## src/rtl/serial_pkg.sv

```systemverilog
// ----------------------------------------------------------------------------
// serial_pkg
// Shared definitions for the serializer / deserializer pair.
//   SER_WIDTH   : default frame width used by both ends of the serial link.
//   ser_state_e : serializer FSM state encodings (ST_PARITY is only reached
//                 when the serializer is built with PISO_PARITY_EN).
// No ports (package).
// ----------------------------------------------------------------------------
package serial_pkg;

    localparam int SER_WIDTH = 3;

    typedef enum logic [1:0] {
        ST_IDLE   = 2'd0,
        ST_SHIFT  = 2'd1,
        ST_PARITY = 2'd2
    } ser_state_e;

endpackage : serial_pkg

```

## src/rtl/piso_serializer.sv

```systemverilog
// ----------------------------------------------------------------------------
// piso_serializer
// Parallel-in / serial-out stage feeding the serial-to-parallel deserializer.
// A word accepted over valid/ready is shifted out LSB first, one bit per
// clock, starting the cycle after the accept edge. Back-to-back frames run
// with no idle gap when in_valid is held high.
//
// Build option:
//   PISO_PARITY_EN : appends one even-parity bit (XOR of the accepted word)
//                    after the data bits; frames become WIDTH+1 bits and the
//                    completion strobe moves to the parity bit.
//
// Ports:
//   clk        : rising-edge clock
//   reset      : asynchronous, active-low reset
//   in_data    : parallel word, sampled only on accept
//   in_valid   : in_data is valid
//   in_ready   : block can accept a word this cycle
//   dout       : serial data (deserializer din)
//   dout_valid : dout carries a frame bit this cycle
//   frame_last : dout is the final bit of the current frame
// All outputs come straight from flops.
// ----------------------------------------------------------------------------
module piso_serializer
    import serial_pkg::*;
#(
    parameter  int WIDTH = SER_WIDTH,
    localparam int CNT_W = $clog2(WIDTH + 1)
) (
    input  logic             clk,
    input  logic             reset,
    input  logic [WIDTH-1:0] in_data,
    input  logic             in_valid,
    output logic             in_ready,
    output logic             dout,
    output logic             dout_valid,
    output logic             frame_last
);

    localparam logic [CNT_W-1:0] LAST_CNT = CNT_W'(WIDTH - 1);

    // Even parity of a word: XOR of all bits.
    function automatic logic even_parity(input logic [WIDTH-1:0] word);
        return ^word;
    endfunction

    ser_state_e       state_q,      state_d;
    logic [WIDTH-1:0] shreg_q,      shreg_d;
    logic [CNT_W-1:0] bit_cnt_q,    bit_cnt_d;
    logic             in_ready_q,   in_ready_d;
    logic             dout_q,       dout_d;
    logic             dout_valid_q, dout_valid_d;
    logic             frame_last_q, frame_last_d;
`ifdef PISO_PARITY_EN
    logic             parity_q,     parity_d;
`endif
    logic             accept_s;

    // Next-state logic: accept/reload, shifting and frame termination.
    always_comb begin
        accept_s  = in_valid & in_ready_q;
        state_d   = state_q;
        shreg_d   = shreg_q;
        bit_cnt_d = bit_cnt_q;
`ifdef PISO_PARITY_EN
        parity_d  = parity_q;
`endif
        case (state_q)
            ST_IDLE: begin
                if (accept_s) begin
                    state_d   = ST_SHIFT;
                    shreg_d   = in_data;
                    bit_cnt_d = '0;
`ifdef PISO_PARITY_EN
                    parity_d  = even_parity(in_data);
`endif
                end else begin
                    state_d   = ST_IDLE;
                end
            end
            ST_SHIFT: begin
                if (bit_cnt_q != LAST_CNT) begin
                    shreg_d   = shreg_q >> 1;
                    bit_cnt_d = bit_cnt_q + CNT_W'(1);
                end else begin
`ifdef PISO_PARITY_EN
                    // Data bits done; the parity bit goes out next. The
                    // counter stays parked at LAST_CNT rather than wrapping.
                    state_d = ST_PARITY;
                    shreg_d = '0;
`else
                    // Last data bit on the wire: reload gap-free or go idle.
                    if (accept_s) begin
                        state_d   = ST_SHIFT;
                        shreg_d   = in_data;
                        bit_cnt_d = '0;
                    end else begin
                        state_d   = ST_IDLE;
                        shreg_d   = '0;
                        bit_cnt_d = '0;
                    end
`endif
                end
            end
`ifdef PISO_PARITY_EN
            ST_PARITY: begin
                if (accept_s) begin
                    state_d   = ST_SHIFT;
                    shreg_d   = in_data;
                    bit_cnt_d = '0;
                    parity_d  = even_parity(in_data);
                end else begin
                    state_d   = ST_IDLE;
                    shreg_d   = '0;
                    bit_cnt_d = '0;
                end
            end
`endif
            default: begin
                state_d   = ST_IDLE;
                shreg_d   = '0;
                bit_cnt_d = '0;
            end
        endcase
    end

    // Output decode from the next state so every output is a flop.
    always_comb begin
        dout_valid_d = (state_d != ST_IDLE);
`ifdef PISO_PARITY_EN
        in_ready_d   = (state_d == ST_IDLE) || (state_d == ST_PARITY);
        frame_last_d = (state_d == ST_PARITY);
        if (state_d == ST_SHIFT) begin
            dout_d = shreg_d[0];
        end else if (state_d == ST_PARITY) begin
            dout_d = parity_d;
        end else begin
            dout_d = 1'b0;
        end
`else
        in_ready_d   = (state_d == ST_IDLE) ||
                       ((state_d == ST_SHIFT) && (bit_cnt_d == LAST_CNT));
        frame_last_d = (state_d == ST_SHIFT) && (bit_cnt_d == LAST_CNT);
        if (state_d == ST_SHIFT) begin
            dout_d = shreg_d[0];
        end else begin
            dout_d = 1'b0;
        end
`endif
    end

    // State and output registers; reset abandons any partial frame.
    always_ff @(posedge clk or negedge reset) begin
        if (!reset) begin
            state_q      <= ST_IDLE;
            shreg_q      <= '0;
            bit_cnt_q    <= '0;
            in_ready_q   <= 1'b0;
            dout_q       <= 1'b0;
            dout_valid_q <= 1'b0;
            frame_last_q <= 1'b0;
`ifdef PISO_PARITY_EN
            parity_q     <= 1'b0;
`endif
        end else begin
            state_q      <= state_d;
            shreg_q      <= shreg_d;
            bit_cnt_q    <= bit_cnt_d;
            in_ready_q   <= in_ready_d;
            dout_q       <= dout_d;
            dout_valid_q <= dout_valid_d;
            frame_last_q <= frame_last_d;
`ifdef PISO_PARITY_EN
            parity_q     <= parity_d;
`endif
        end
    end

    assign in_ready   = in_ready_q;
    assign dout       = dout_q;
    assign dout_valid = dout_valid_q;
    assign frame_last = frame_last_q;

endmodule : piso_serializer

```

## config.mk

```make
export PLATFORM = sky130hd
export DESIGN_NAME = piso_serializer
export DESIGN_NICKNAME = d
export VERILOG_FILES = /design/src/rtl/serial_pkg.sv /design/src/rtl/piso_serializer.sv
export SDC_FILE = /design/constraint.sdc
export NUM_CORES = 1
export LEC_CHECK = 0
export CELL_PAD_IN_SITES_DETAIL_PLACEMENT = 1
export CELL_PAD_IN_SITES_GLOBAL_PLACEMENT = 2
export CORE_UTILIZATION = 26
export DETAILED_ROUTE_END_ITERATION = 10
export GPL_ROUTABILITY_DRIVEN = 1
export GPL_TIMING_DRIVEN = 0
export PLACE_DENSITY_LB_ADDON = 0.1
export SYNTH_ARGS = -nofsm -noshare
export SYNTH_HDL_FRONTEND = slang
export SYNTH_SLANG_ARGS = --single-unit
```

## constraint.sdc

```tcl
create_clock -name clk -period 1.5 [get_ports clk]
set_clock_uncertainty 0.2 [all_clocks]
set_input_delay 0.3 -clock clk [delete_from_list [all_inputs] [get_ports clk]]
set_output_delay 0.3 -clock clk [all_outputs]
set_load 0.05 [all_outputs]
```

==> results, run 1 <==
- In this run the count of I/O pins placed on the die edge is 10.
- The kind of end point of the critical path is a primary output.
- After floorplanning, the core was sized to cover 1710 um^2.
- The Yosys step of the flow raised 0 warnings.
- The smallest setup slack after layout is 0.0482 ns.
- The number of hold buffers added after CTS was 0.
- The largest net degree at the start of global routing is 12.
- The tool flagged a number of max-cap violations equal to 0.
- In this run, distinct cell masters in the synthesized netlist total 21.
- In the final routed layout, each cell accounts on average for 12.9 um.
- The count of nets left with antenna violations once routing finished came out at 0.
- From synthesis to final layout, the design area changed by 32.7%.
- In this run the number of H-tree levels came out at 1.
- Of all nets on the critical path, the largest fanout is 5.
- The finished cells cover 624 um^2.
- The buffer depth of the longest clock path is 2.
- Setup repair after global routing left no endpoint under its margin.
- The number of instances in the placed design is 76.
- The delay contributed by the slowest stage of the critical path is 0.41 ns.
- The critical path goes through buf_2.
- The via count normalized by instance count is 4.61.
- The number of rows in the core area is 15.
- The post-route setup TNS is 0 ns.
- The worst slack on hold paths is 0.171 ns.
- Measured on the finished design, the core utilization comes to 36.6%.
- The worst path needs 1.45 ns of the cycle, external delays included.
- From left edge to right edge, the die measures 44.5 um.
- The worst pin sits at a relative slew slack of 66.6%.
- The via count of the routed design is 369.
- After filler insertion, the fill cell instance count of the layout stands at 197.
- Setup violations remaining at the end of the flow were counted as 0.
- The clock sink count is 11.
- For this configuration, the core starts out at a cell density of 27.5%.
- The cell area after placement is 593 um^2.
- Leaving out fill and tap cells, the most frequent cells in the layout are sky130_fd_sc_hd__dfrtp_1 (10), sky130_fd_sc_hd__a21oi_1 (5), sky130_fd_sc_hd__nor2_1 (4), sky130_fd_sc_hd__clkdlybuf4s50_1 (4).
- The required time of the worst setup path is 1.00 ns.
- 0 antenna diodes ended up in the layout.
- The count of buffers inserted at the top-level ports is 9.
- In this run the vertical extent of the chip is 44.5 um.
- The number of non-filler instances in the completed layout is 80.
- The leakage power summed over all cells is 0.270 nW.
- The actual transition at the worst max-transition pin is 0.500 ns.
- After clock tree synthesis, the clock-pin slew on the worst setup and hold paths is 0.07 ns.
- In this run the clock root is driven by a sky130_fd_sc_hd__clkbuf_4.
- For this run the aggregate overflow at the end of global routing stands at 0.
- The timing-limited maximum frequency is 689 MHz.
- Counting every instance in the synthesized netlist gives 42.
- The clock tree from TritonCTS is done.
- The number of max-slew violations in the final report is 0.
- For this run, the register share of the synthesized area comes to 58.5%.
- For this run, design rule violations remaining after detail routing come to 0.
- The post-CTS repair timing setup buffer count is 0.
- The first-pass GRT wire length is 1700 um.
- In the final design database the tool counted 62 nets.
- Power spread over the standard cell area amounts to 1030 nW/um^2.
- The via count of the first global-routing pass is 372.
- Cells with a size suffix above 1 make up 23.6% of the layout.
- The routability-driven placement congestion ratio is 0.679.
- Broken down by cell family, the worst path's largest delay share belongs to flip-flops.
- Summing internal, switching and leakage power gives 0.641 mW.
- The number of nets in the synthesized netlist is 48.
- The peak ir drop on the vdd network is 0.000549 V.
- Across every metal layer, demand over resource in global routing totals 12.3%.
- The worst setup path is launched from a flop.
- The count of endpoints failing hold in the final timing report is 0.
- The register bit total from synthesis is 11.
- The arrival time of the worst setup path is 0.95 ns.
- The number of antenna violations at the first check in global routing is 0.
- Leaving out fill and tap cells, the most frequent cell in the layout is sky130_fd_sc_hd__dfrtp_1.
- The number of detailed-routing iterations run before antenna repair is 2.
- The clock latency of the later-clocked register in the worst-skew pair is 0.26 ns.
- The slowest cell on the critical path is sky130_fd_sc_hd__dfrtp_2.
- The post-synthesis cell area is 470 um^2.
- The class of the worst hold path is in -> async.
- The die footprint is 1980 um^2.
- In this run, the number of DRC markers left after iteration 0 of detailed routing was 10.
- The total clock buffers created by CTS is 3.
- In this run the mean area of a mapped cell was 11.2 um^2.
- The worst-case setup slack after placement is -0.352 ns.
- The critical path class is reg -> out.
- After legalization and detailed placement, the total HPWL measured 773 um.
- The number of resized instances in the post-cts repair step is 14.
- The combined buffer and inverter count along the critical path is 1.
- The run finished with clean final reports.
- The final critical path takes up 96.8% of the cycle.
- The final wirelength is 1030 um.
[registers in the layout, indices dropped and copies added, names as in the netlist]
register / count
state_q: 2
shreg_q: 3
frame_last: 1
bit_cnt_q: 2
dout_valid: 1
in_ready: 1
dout: 1
[cell families (layout without fill, tap and decap cells)]
logic type,Yosys count,in the layout,synth area share (%)
muxes,2,2,4.26
buffers and inverters,3,16,3.99
AOI/OAI and AO/OA,12,12,17.6
other,1,1,0.797
and+or+nand+nor,13,13,14.9
DFF,11,11,58.5
[layout make-up]
cell class | count | area (um^2) | area share, %
Sequential cell | 11 | 277 | 44.3
Multi-Input combinational cell | 28 | 184 | 29.5
Timing Repair Buffer | 9 | 87.6 | 14.0
Tap cell | 25 | 31.3 | 5.01
Clock buffer | 4 | 26.3 | 4.21
Buffer | 1 | 11.3 | 1.80
Inverter | 2 | 7.51 | 1.20
[where the power goes]
part / internal [mW] / switching (mW)
clock network: 0.103 / 0.0966
registers: 0.315 / 0.0159
logic: 0.0447 / 0.0662
total: 0.463 / 0.179
[final timing paths]
path	slack [ns]	endpoint	start	cells past startpoint
max in group asynchronous	0.57	in_ready	reset	1
max reg2reg	0.07	dout	bit_cnt_q[0]	4
min reg2reg	0.38	bit_cnt_q[1]	state_q[1]	2
min in group clk	0.38	dout_valid	in_valid	3
max	0.05	in_ready	in_ready	1
min	0.17	shreg_q[2]	reset	1
[cells in the mapped netlist (all sizes together)]
master   count  share of area, %
o32ai        1               1.9
a211o        1               1.9
mux2i        2               4.3
a21boi       1               1.6
nor3         1               1.1
dfrtp       11                59
nand2b       1               2.9
o2bb2ai      1               1.9
o22a         1               2.1
inv          2               1.6
conb         1              0.80
nand3        1               1.1
a31oi        1               1.3
nand2        4               3.7
and2         1               1.3
nand3b       1               1.6
a21oi        5               5.3
a211oi       1               1.6
buf          1               2.4
nor2         4               3.2
[layer usage]
metal  vias up  wire length [um]  global-route usage [%]
met3         0                48                    4.08
met1       190               460                    15.3
met2         6               526                    19.4
li1        173                 -                       -
met4         0                 0                    5.45
met5         -                 0                       0
(Power assumes the default switching activity.)
==> run 2, diff against run 1 <==
--- a/config.mk
+++ b/config.mk
@@ -12,6 +12,7 @@
 export GPL_ROUTABILITY_DRIVEN = 1
 export GPL_TIMING_DRIVEN = 0
 export PLACE_DENSITY_LB_ADDON = 0.1
+export SLEW_MARGIN = 15
 export SYNTH_ARGS = -nofsm -noshare
 export SYNTH_HDL_FRONTEND = slang
 export SYNTH_SLANG_ARGS = --single-unit
==> results of run 2 <==
No change in the layout: final DEF, timing and power equal those of run 1.
